`src/rtl/uart_pkg.sv`:
```
// Shared UART definitions: receiver state encoding, oversampling constants,
// and the parity helper that the receiver and the future transmitter use.
package uart_pkg;

  typedef enum logic [2:0] {IDLE, START, DATA, PARITY, STOP} uart_rx_state_e;

  localparam int OVERSAMPLE = 16;
  localparam int SAMPLE_T0  = 7;
  localparam int SAMPLE_T1  = 8;
  localparam int SAMPLE_T2  = 9;

  // Expected parity bit for a data word. Narrower words are zero-extended.
  function automatic logic calc_parity(input logic [7:0] data, input logic odd);
    return (^data) ^ odd;
  endfunction

endpackage

```
`src/rtl/uart_baud_tick.sv`:
```
// Oversample tick generator: one-clk tick every DIV clocks, held in
// reset while restart is high so the first tick lands DIV clocks later.
module uart_baud_tick #(
  parameter int DIV = 4
) (
  input  logic clk,
  input  logic reset,
  input  logic restart,
  output logic tick
);

  localparam int CW = (DIV > 1) ? $clog2(DIV) : 1;

  logic [CW-1:0] cnt_q, cnt_d;

  // Count 0..DIV-1 and flag the wrap.
  always_comb begin
    tick  = 1'b0;
    cnt_d = cnt_q;
    if (restart) begin
      cnt_d = '0;
    end else if (cnt_q == CW'(DIV - 1)) begin
      tick  = 1'b1;
      cnt_d = '0;
    end else begin
      cnt_d = cnt_q + 1'b1;
    end
  end

  // Counter register.
  always_ff @(posedge clk or negedge reset) begin
    if (!reset) cnt_q <= '0;
    else        cnt_q <= cnt_d;
  end

endmodule

```
`src/rtl/uart_rx_core.sv`:
```
// UART receiver: 16x oversampling, 3-sample majority vote at ticks 7/8/9,
// optional parity, framing/overrun/break reporting, valid/ready output.
module uart_rx_core
  import uart_pkg::*;
#(
  parameter int DIV        = 4,
  parameter int DATA_BITS  = 8,
  parameter int PARITY_EN  = 0,
  parameter int PARITY_ODD = 0
) (
  input  logic                 clk,
  input  logic                 reset,
  input  logic                 rx,
  output logic [DATA_BITS-1:0] rx_data,
  output logic                 rx_valid,
  input  logic                 rx_ready,
  output logic                 parity_err,
  output logic                 frame_err,
  output logic                 overrun,
  output logic                 break_det,
  output logic                 busy
);

  logic rx_s1_q, rx_s_q, rx_prev_q;

  uart_rx_state_e state_q, state_d;
  logic [3:0] samp_q, samp_d;
  logic [3:0] bit_q, bit_d;
  logic       s7_q, s7_d, s8_q, s8_d;
  logic [DATA_BITS-1:0] sh_q, sh_d, data_q, data_d;
  logic par_q, par_d, armed_q, armed_d;
  logic valid_q, valid_d, perr_q, perr_d, ferr_q, ferr_d;
  logic ovr_q, ovr_d, brk_q, brk_d;

  logic tick, vote, at_t9, at_end, complete, par_bad, is_break;

  uart_baud_tick #(.DIV(DIV)) u_tick (
    .clk     (clk),
    .reset   (reset),
    .restart (state_q == IDLE),
    .tick    (tick)
  );

  assign vote   = (s7_q & s8_q) | (s7_q & rx_s_q) | (s8_q & rx_s_q);
  assign at_t9  = tick && (samp_q == 4'(SAMPLE_T2));
  assign at_end = tick && (samp_q == 4'(OVERSAMPLE - 1));
  assign par_bad  = (PARITY_EN != 0) &&
                    (par_q != calc_parity(8'(sh_q), 1'(PARITY_ODD)));
  // vote here is the stop-bit vote; only used when complete is high.
  assign is_break = (sh_q == '0) && ((PARITY_EN == 0) || !par_q) && !vote;

  // Two-flop synchroniser plus one delayed copy for falling-edge detection.
  always_ff @(posedge clk or negedge reset) begin
    if (!reset) begin
      rx_s1_q   <= 1'b1;
      rx_s_q    <= 1'b1;
      rx_prev_q <= 1'b1;
    end else begin
      rx_s1_q   <= rx;
      rx_s_q    <= rx_s1_q;
      rx_prev_q <= rx_s_q;
    end
  end

  // Frame FSM, sample capture and output word handshake.
  always_comb begin
    state_d  = state_q;
    samp_d   = samp_q;
    bit_d    = bit_q;
    s7_d     = s7_q;
    s8_d     = s8_q;
    sh_d     = sh_q;
    par_d    = par_q;
    armed_d  = armed_q;
    data_d   = data_q;
    valid_d  = valid_q;
    perr_d   = perr_q;
    ferr_d   = ferr_q;
    ovr_d    = 1'b0;
    brk_d    = 1'b0;
    complete = 1'b0;

    if (tick) begin
      samp_d = samp_q + 4'd1;
      if (samp_q == 4'(SAMPLE_T0)) s7_d = rx_s_q;
      if (samp_q == 4'(SAMPLE_T1)) s8_d = rx_s_q;
    end

    case (state_q)
      IDLE: begin
        samp_d = '0;
        bit_d  = '0;
        // After a low stop bit, wait for the line to go high before re-arming.
        if (!armed_q && rx_s_q) armed_d = 1'b1;
        if (armed_q && rx_prev_q && !rx_s_q) state_d = START;
      end
      START: begin
        if (at_t9 && vote) state_d = IDLE;
        else if (at_end)   state_d = DATA;
      end
      DATA: begin
        if (at_t9) begin
          sh_d  = {vote, sh_q[DATA_BITS-1:1]};
          bit_d = bit_q + 4'd1;
        end
        if (at_end && bit_q == 4'(DATA_BITS)) begin
          bit_d   = '0;
          state_d = (PARITY_EN != 0) ? PARITY : STOP;
        end
      end
      PARITY: begin
        if (at_t9) par_d = vote;
        if (at_end) state_d = STOP;
      end
      STOP: begin
        // Leave at mid-stop so a following start edge is caught early.
        if (at_t9) begin
          complete = 1'b1;
          state_d  = IDLE;
          if (!vote) armed_d = 1'b0;
        end
      end
      default: state_d = IDLE;
    endcase

    if (complete) begin
      if (!valid_q || rx_ready) begin
        data_d  = sh_q;
        perr_d  = par_bad;
        ferr_d  = !vote;
        valid_d = 1'b1;
      end else begin
        ovr_d = 1'b1;
      end
      brk_d = is_break;
    end else if (valid_q && rx_ready) begin
      valid_d = 1'b0;
    end
  end

  // State and datapath registers.
  always_ff @(posedge clk or negedge reset) begin
    if (!reset) begin
      state_q <= IDLE;
      samp_q  <= '0;
      bit_q   <= '0;
      s7_q    <= 1'b0;
      s8_q    <= 1'b0;
      sh_q    <= '0;
      par_q   <= 1'b0;
      armed_q <= 1'b1;
      data_q  <= '0;
      valid_q <= 1'b0;
      perr_q  <= 1'b0;
      ferr_q  <= 1'b0;
      ovr_q   <= 1'b0;
      brk_q   <= 1'b0;
    end else begin
      state_q <= state_d;
      samp_q  <= samp_d;
      bit_q   <= bit_d;
      s7_q    <= s7_d;
      s8_q    <= s8_d;
      sh_q    <= sh_d;
      par_q   <= par_d;
      armed_q <= armed_d;
      data_q  <= data_d;
      valid_q <= valid_d;
      perr_q  <= perr_d;
      ferr_q  <= ferr_d;
      ovr_q   <= ovr_d;
      brk_q   <= brk_d;
    end
  end

  assign rx_data    = data_q;
  assign rx_valid   = valid_q;
  assign parity_err = perr_q;
  assign frame_err  = ferr_q;
  assign overrun    = ovr_q;
  assign break_det  = brk_q;
  assign busy       = (state_q != IDLE);

endmodule

```
`config.mk`:
```
export PLATFORM = sky130hd
export DESIGN_NAME = uart_rx_core
export DESIGN_NICKNAME = d
export VERILOG_FILES = /design/src/rtl/uart_pkg.sv /design/src/rtl/uart_baud_tick.sv /design/src/rtl/uart_rx_core.sv
export SDC_FILE = /design/constraint.sdc
export NUM_CORES = 1
export LEC_CHECK = 0
export BUFFER_PORTS_ARGS = -buffer_cell sky130_fd_sc_hd__buf_2
export CORE_UTILIZATION = 60
export DETAILED_ROUTE_END_ITERATION = 10
export PLACE_DENSITY = 0.81
export REMOVE_ABC_BUFFERS = 1
export SLEW_MARGIN = 40
export SYNTH_ARGS = -nofsm -noshare
export SYNTH_HDL_FRONTEND = slang
export SYNTH_SLANG_ARGS = --single-unit
```
`constraint.sdc`:
```
create_clock -name clk -period 4 [get_ports clk]
set_input_delay 0.6 -clock clk [delete_from_list [all_inputs] [get_ports clk]]
set_output_delay 0.6 -clock clk [all_outputs]
set_load 0.01 [all_outputs]
```
==> results.json, run 1 <==
{
  "critPathRequiredTime_ns": 3.40,
  "reg2reg_from": "u_tick.cnt_q[0]$_DFF_PN0_",
  "post-dp-hpwl_um": 2126,
  "slew_violations": 0,
  "final_nets": 169,
  "finalSetupTns_ns": 0,
  "crit_path_start_kind": "flip-flop",
  "maxCapViolations": 0,
  "drc_errors": 0,
  "fin_util_pct": 68.19,
  "ant_nets": 0,
  "worstPathMaxFanout": 10,
  "die_w_um": 56.15,
  "setup_violations": 0,
  "worstRegToRegCells": 4,
  "cts_setup_buffers": 0,
  "cts_hold_buf": 0,
  "rows": 19,
  "firstDrtPassIters": 4,
  "ys.flop_type": "dfrtp_1",
  "cpPeakStageDelay_ns": 0.54,
  "yosysUniqueCellTypes": 37,
  "relSlewSlack_pct": 60.69,
  "drive_gt1_share_pct": 31.25,
  "hold_viol": 0,
  "ys_async_sr_fraction_pct": 100.0,
  "grt_max_degree": 40,
  "avgSynthCellArea_um2": 12.39,
  "netlist_area_um2": 1759,
  "wl_per_cell_um": 15.59,
  "clock-root-buffer": "clkbuf_4",
  "grt_pass1_vias": 1130,
  "cts_sinks": 39,
  "synthCells": 142,
  "cp_top_family": "simple AND/OR/NAND/NOR gates",
  "worstMarginPinSlew_ns": 0.5865,
  "crit_path_top_delay_cell": "nor3_2",
  "fmax_ghz": 0.4314,
  "skew_ns": 0.01346,
  "num_antenna_cells": 0,
  "antenna_found_initial": 0,
  "vdd_ir_drop_max_uv": 357.8,
  "status": "finished, final reports clean",
  "grt_util_all_layers_pct": 21.22,
  "hp-class": "primary input to asynchronous set/reset pin",
  "setup_slack_ns": 1.682,
  "post_cts_resized": 0,
  "worstSkewPairLatency_ns": 0.35,
  "drt_iter0_drc": 48,
  "period_needed_ns": 2.318,
  "path_clk_slew_ns": 0.12,
  "ys_ff_latch": 39,
  "io_pins": 18,
  "fp.dieH_um": 56.15,
  "totalWireLength_um": 2977,
  "h-tree-depth": 2,
  "synth_seq_area_share_pct": 55.76,
  "grt_pass1_wl_um": 4974,
  "clockBufferDepth": 2,
  "yosysWarnings": 0,
  "critPathLaunch": "state_q[1]$_DFFE_PN0P_",
  "powerDensity_nw_per_um2": 457.6,
  "start_util_pct": 63.79,
  "cp-end-kind": "primary output",
  "leakage_uw": 0.0009394,
  "crit_type": "flip-flop to primary output",
  "dieArea_um2": 3152,
  "rsz0062_at_grt": "false",
  "hold_slack_ns": 0.1915,
  "numPortBuffers": 16,
  "total_power_uw": 860.6,
  "arrival_ns": 1.72,
  "cts_buffers": 5,
  "r2r_setup_slack_ns": 2.10,
  "via_count": 1128,
  "area_growth_pct": 6.899,
  "core-area_um2": 2758,
  "gp_congestion": 0.8127,
  "r2r_end": "rx_data[7]$_DFFE_PN0P_",
  "cp_num_buf_inv": 2,
  "cts_tree": "done",
  "path_cells": "nor3_2 > inv_1 > buf_2",
  "grt_overflow": 0,
  "via_per_inst": 5.906,
  "post-route-period-util_pct": 57.95,
  "synth_edf_count": 0,
  "place_ws_ns": 2.092
}
-- per-stage QoR --
| stage | std cells | cell area [µm²] |
|---|---|---|
| final | 191 | 1881 |
| after floorplan | 136 | 1705 |
| after global placement | 183 | 1824 |
| after CTS | 191 | 1878 |
| after detailed placement | 183 | 1824 |
| after global routing | 191 | 1881 |
-- layer usage --
layer / part of all wire (%) / GRT usage (%) / up-vias / wire length [µm]
li1: - / - / 531 / -
met1: 44 / 25.12 / 560 / 1300
met2: 49 / 35.03 / 28 / 1451
met3: 5.2 / 4.884 / 9 / 155
met4: 2.4 / 12.89 / 0 / 70
met5: 0 / 0 / - / 0
-- cells in the mapped netlist, drive strengths merged, types with 2 or more instances --
cell type	number	area share (%)
inv	7	1.5
nor4	2	0.71
a21o	2	0.85
a31oi	2	0.71
nand4	5	2.6
buf	6	3.1
a21oi	4	1.1
nand2	11	2.3
nor4b	2	1.0
a32o	2	1.1
mux2	18	12
xnor2	2	1.0
ha	6	4.3
dfrtp	35	50
mux2i	2	1.1
o21ai	3	0.85
nand3	4	1.8
nor3	3	1.1
nor2	10	2.1
dfstp	4	6.0
-- cell families (layout without fill, tap and decap cells) --
logic type,count (synthesis),after routing,synth area share (%)
buf+inv,13,31,4.552
compound gates,16,16,5.974
other cells,1,1,0.2132
mux,20,20,12.66
flops,39,39,55.76
xor+xnor,3,3,1.494
simple gates,43,43,14.51
fa+ha+maj,7,7,4.836
-- sequential cells by signal, summed over array words and instances, names as in the netlist --
register      flops
rx_prev_q         1
frame_err         1
samp_q            4
armed_q           1
rx_data           8
rx_valid          1
sh_q              8
rx_s_q            1
state_q           3
break_det         1
rx_s1_q           1
u_tick.cnt_q      2
s8_q              1
s7_q              1
overrun           1
bit_q             4
-- area by class of cell --
class | instances | area (µm²)
Tap cell | 31 | 38.79
Fill cell | 206 | 877.1
Timing Repair Buffer | 16 | 82.58
Inverter | 7 | 26.28
Clock buffer | 6 | 41.29
Multi-Input combinational cell | 90 | 698.2
Sequential cell | 39 | 980.9
Clock inverter | 2 | 12.51
-- placed cells by master (no fill, tap or decap), types with 2 or more instances in the layout --
master	netlist	routed
xnor2_1	2	2
nand4_1	4	4
mux2i_1	2	2
a32o_1	2	2
o21ai_0	3	3
dfrtp_1	35	35
nand2_1	11	11
buf_2	1	15
ha_1	6	6
a21oi_1	4	4
nor4_1	2	2
clkbuf_4	0	5
nand3_1	3	3
a31oi_1	2	2
mux2_2	18	18
nor2_1	10	10
nor4b_1	2	2
dfstp_2	4	4
inv_1	7	7
nor3_1	2	2
a21o_1	2	2
-- worst register-to-register path, stage by stage, from the launching register on --
cell	delay, ns
dfrtp_1	0.36
ha_1	0.36
and4b_1	0.48
nand4_4	0.26
mux2_2	0.34
-- report_power, final --
part | internal (µW) | total (µW) | switching [µW]
sequential | 441 | 487 | 46.2
clock | 67.8 | 193 | 125
combinational | 78.4 | 180 | 102
-- how the worst max path moves through the flow --
stage                                        end  slack [ns]  cells past startpoint
after floorplan             bit_q[3]$_DFFE_PN0P_        2.31                      5
after global placement                      busy        2.09                      3
after detailed placement  rx_data[2]$_DFFE_PN0P_        2.09                      4
after CTS                                   busy        1.68                      3
after global routing                        busy        1.53                      3
final                                       busy        1.68                      3
No activity file was read; power rests on OpenSTA's default activity.
==> inputs of run 2 (changes only) <==
ABC_AREA = 1   (was not set)
CORE_UTILIZATION = 58   (was 60)
PLACE_DENSITY = 0.78   (was 0.81)
clock period = 2.4 ns   (was 4 ns; I/O delays follow)
==> run 2 against run 1 <==
Effect of this change:
- synthesized cell count grew 50%
- largest power group unchanged
- critical path type is now flip-flop to flip-flop
- power grew 81%
- core utilization shrank 1.8 points
==> results.json, run 2 <==
{
  "die_w_um": 58.96,
  "synth_top_family_by_area": "simple AND/OR/NAND/NOR gates",
  "finalSetupTns_ns": 0,
  "clock-root-buffer": "clkbuf_4",
  "cts_tree": "done",
  "seq_area_um2": 980.9,
  "core-area_um2": 3078,
  "io_pins": 18,
  "hold_slack_ns": 0.09013,
  "crit_type": "flip-flop to flip-flop",
  "total_power_uw": 1558,
  "synth_seq_area_share_pct": 52.13,
  "vdd_ir_drop_max_uv": 550.8,
  "r2r_end": "bit_q[2]$_DFFE_PN0P_",
  "worstSkewPairLatency_ns": 0.35,
  "worstRegToRegCells": 10,
  "setup_violations": 0,
  "cts_setup_buffers": 0,
  "r2r_setup_slack_ns": 0.58,
  "start_util_pct": 61.14,
  "layout_common_cells": "nand2_1, dfrtp_1, inv_1, nor2_1, o21ai_0",
  "synth_mux_area_share_pct": 0,
  "numPortBuffers": 16,
  "hold_viol": 0,
  "synth_fa_ha_area_share_pct": 3.989,
  "via_per_inst": 4.892,
  "arrival_ns": 2.11,
  "grt_util_all_layers_pct": 20.75,
  "fin_cells": 278,
  "ys_ff_latch": 39,
  "layout_commonest_cell": "nand2_1",
  "path_clk_slew_ns": 0.12,
  "yosys.area_share.simple_pct": 23.07,
  "final_nets": 243,
  "cts_sinks": 39,
  "cts_buffers": 5,
  "grt_overflow": 0,
  "yosysUniqueCellTypes": 24,
  "drt_iter0_drc": 68,
  "netlist_area_um2": 1882,
  "wl_per_cell_um": 10.51,
  "avgSynthCellArea_um2": 8.835,
  "post-route-period-util_pct": 75.71,
  "drc_errors": 0,
  "worstHoldStart": "rx",
  "synth_edf_count": 0,
  "post-synth-top-area-cell": "dfrtp_1",
  "hold_depth": 1,
  "yosys-top-cells-area": "dfrtp_1, nand2_1, inv_1, dfstp_2, o21ai_0",
  "fp.dieH_um": 58.96,
  "synthCells": 213,
  "powerDensity_nw_per_um2": 762.3,
  "cp-end-kind": "flip-flop",
  "post_cts_resized": 0,
  "dieArea_um2": 3476,
  "post-dp-hpwl_um": 2100,
  "yosysWarnings": 0,
  "synth.most_common_cell": "nand2_1",
  "num_antenna_cells": 0,
  "gp_congestion": 0.8328,
  "yosysTopAreaCellShare_pct": 46.54,
  "h-tree-depth": 2,
  "dp.cells": 269,
  "grt_pass1_wl_um": 5216,
  "rows": 20,
  "ys.flop_type": "dfrtp_1",
  "via_count": 1360,
  "synth-xor-area-share_pct": 0,
  "holdPathEnd": "rx_s1_q$_DFF_PN1_",
  "synth-compound-area-share_pct": 10.84,
  "reg2reg_from": "samp_q[1]$_DFFE_PN0P_",
  "slew_violations": 0,
  "synthTopCellsByCount": "nand2_1, dfrtp_1, inv_1, nor2_1, o21ai_0",
  "worstPathMaxFanout": 21,
  "relSlewSlack_pct": 64.94,
  "ant_nets": 0,
  "crit_path_start_kind": "flip-flop",
  "period_needed_ns": 1.817,
  "fill_cells": 275,
  "firstDrtPassIters": 4,
  "critPathRequiredTime_ns": 2.70,
  "antenna_found_initial": 0,
  "grt_pass1_vias": 1278,
  "grt_max_degree": 40,
  "status": "finished, final reports clean",
  "leakage_uw": 0.001033,
  "rsz0062_at_grt": "false",
  "skew_ns": 0.01150,
  "drive_gt1_share_pct": 20.51,
  "totalWireLength_um": 2923,
  "ys_async_sr_fraction_pct": 100.0,
  "hp-class": "primary input to flip-flop",
  "multiInputGateArea_um2": 716.9,
  "maxCapViolations": 0,
  "area_growth_pct": 8.577,
  "fmax_ghz": 0.5503,
  "clockBufferDepth": 2,
  "worstMarginPinSlew_ns": 0.5246
}
## run 2: changes by cell type after synthesis, sizes merged, moves of 5 or more
cell / before / now
nand2: 11 / 54
o21ai: 3 / 26
mux2: 18 / 0
nand3: 4 / 9
inv: 7 / 37
nor2: 10 / 20
## run 2: cell families after synthesis
family,after synthesis
adders and majority gates,6
buffers and inverters,41
and+or+nand+nor,93
DFF,39
other,1
AOI/OAI and AO/OA,33
## run 2: worst max-delay path, cell delays in order (launching register included)
cell and delay (ns):
dfrtp_1 0.41, inv_1 0.10, ha_1 0.14, inv_1 0.06, nor2_4 0.13, nand3_4 0.09, inv_4 0.10, nand2_1 0.31
o21ai_0 0.27, nand2_1 0.07, nor2_1 0.08
## run 2: report_power, final
group,switching (µW),leakage [µW],internal (µW)
Clock,216,0.0000282,113
Combinational,310,0.000505,146
Sequential,48.2,0.000500,725
## run 2: layout make-up
type	instances	share of cell area [%]
clock buffers	6	2.021
clock inverters	2	0.6124
inverters	37	7.042
repair buffers	17	4.532
flip-flops and latches	39	48.01
multi-input cells	133	35.09
well taps	44	2.694
## run 2: timing repair
action | CTS | global route
endpoints found under the setup margin | 0 | 0
hold buffers | 0 | 1
hold endpoints to repair | 0 | 28
## run 2: per-layer routing
metal	track usage, %	wire length [µm]	part of all wire (%)	up-vias
met5	0	0	0	-
met4	10.20	62	2.1	0
met3	6.593	97	3.3	6
met2	33.93	1358	46	22
met1	24.74	1404	48	617
li1	-	-	-	715
## run 2: how the worst max path moves through the flow
| stage | start | slack (ns) | cells past startpoint | endpoint |
|---|---|---|---|---|
| global placement | samp_q[1]$_DFFE_PN0P_ | 0.66 | 10 | bit_q[2]$_DFFE_PN0P_ |
| CTS | samp_q[1]$_DFFE_PN0P_ | 0.57 | 10 | bit_q[2]$_DFFE_PN0P_ |
| detailed placement | samp_q[1]$_DFFE_PN0P_ | 0.60 | 10 | bit_q[2]$_DFFE_PN0P_ |
| finish | samp_q[1]$_DFFE_PN0P_ | 0.58 | 10 | bit_q[2]$_DFFE_PN0P_ |
| floorplan | samp_q[1]$_DFFE_PN0P_ | 0.79 | 10 | bit_q[2]$_DFFE_PN0P_ |
| global route | samp_q[1]$_DFFE_PN0P_ | 0.32 | 10 | bit_q[2]$_DFFE_PN0P_ |
## run 2: per-stage QoR
| stage | util (%) | setup WS (ns) | instance area (µm²) |
|---|---|---|---|
| floorplan | - | 0.7904 | 1842 |
| global placement | 64.23 | 0.6606 | 1977 |
| detailed placement | 64.23 | 0.5956 | 1977 |
| CTS | 65.98 | 0.5659 | 2031 |
| global route | 66.38 | 0.3226 | 2043 |
| finish | 66.38 | 0.5829 | 2043 |
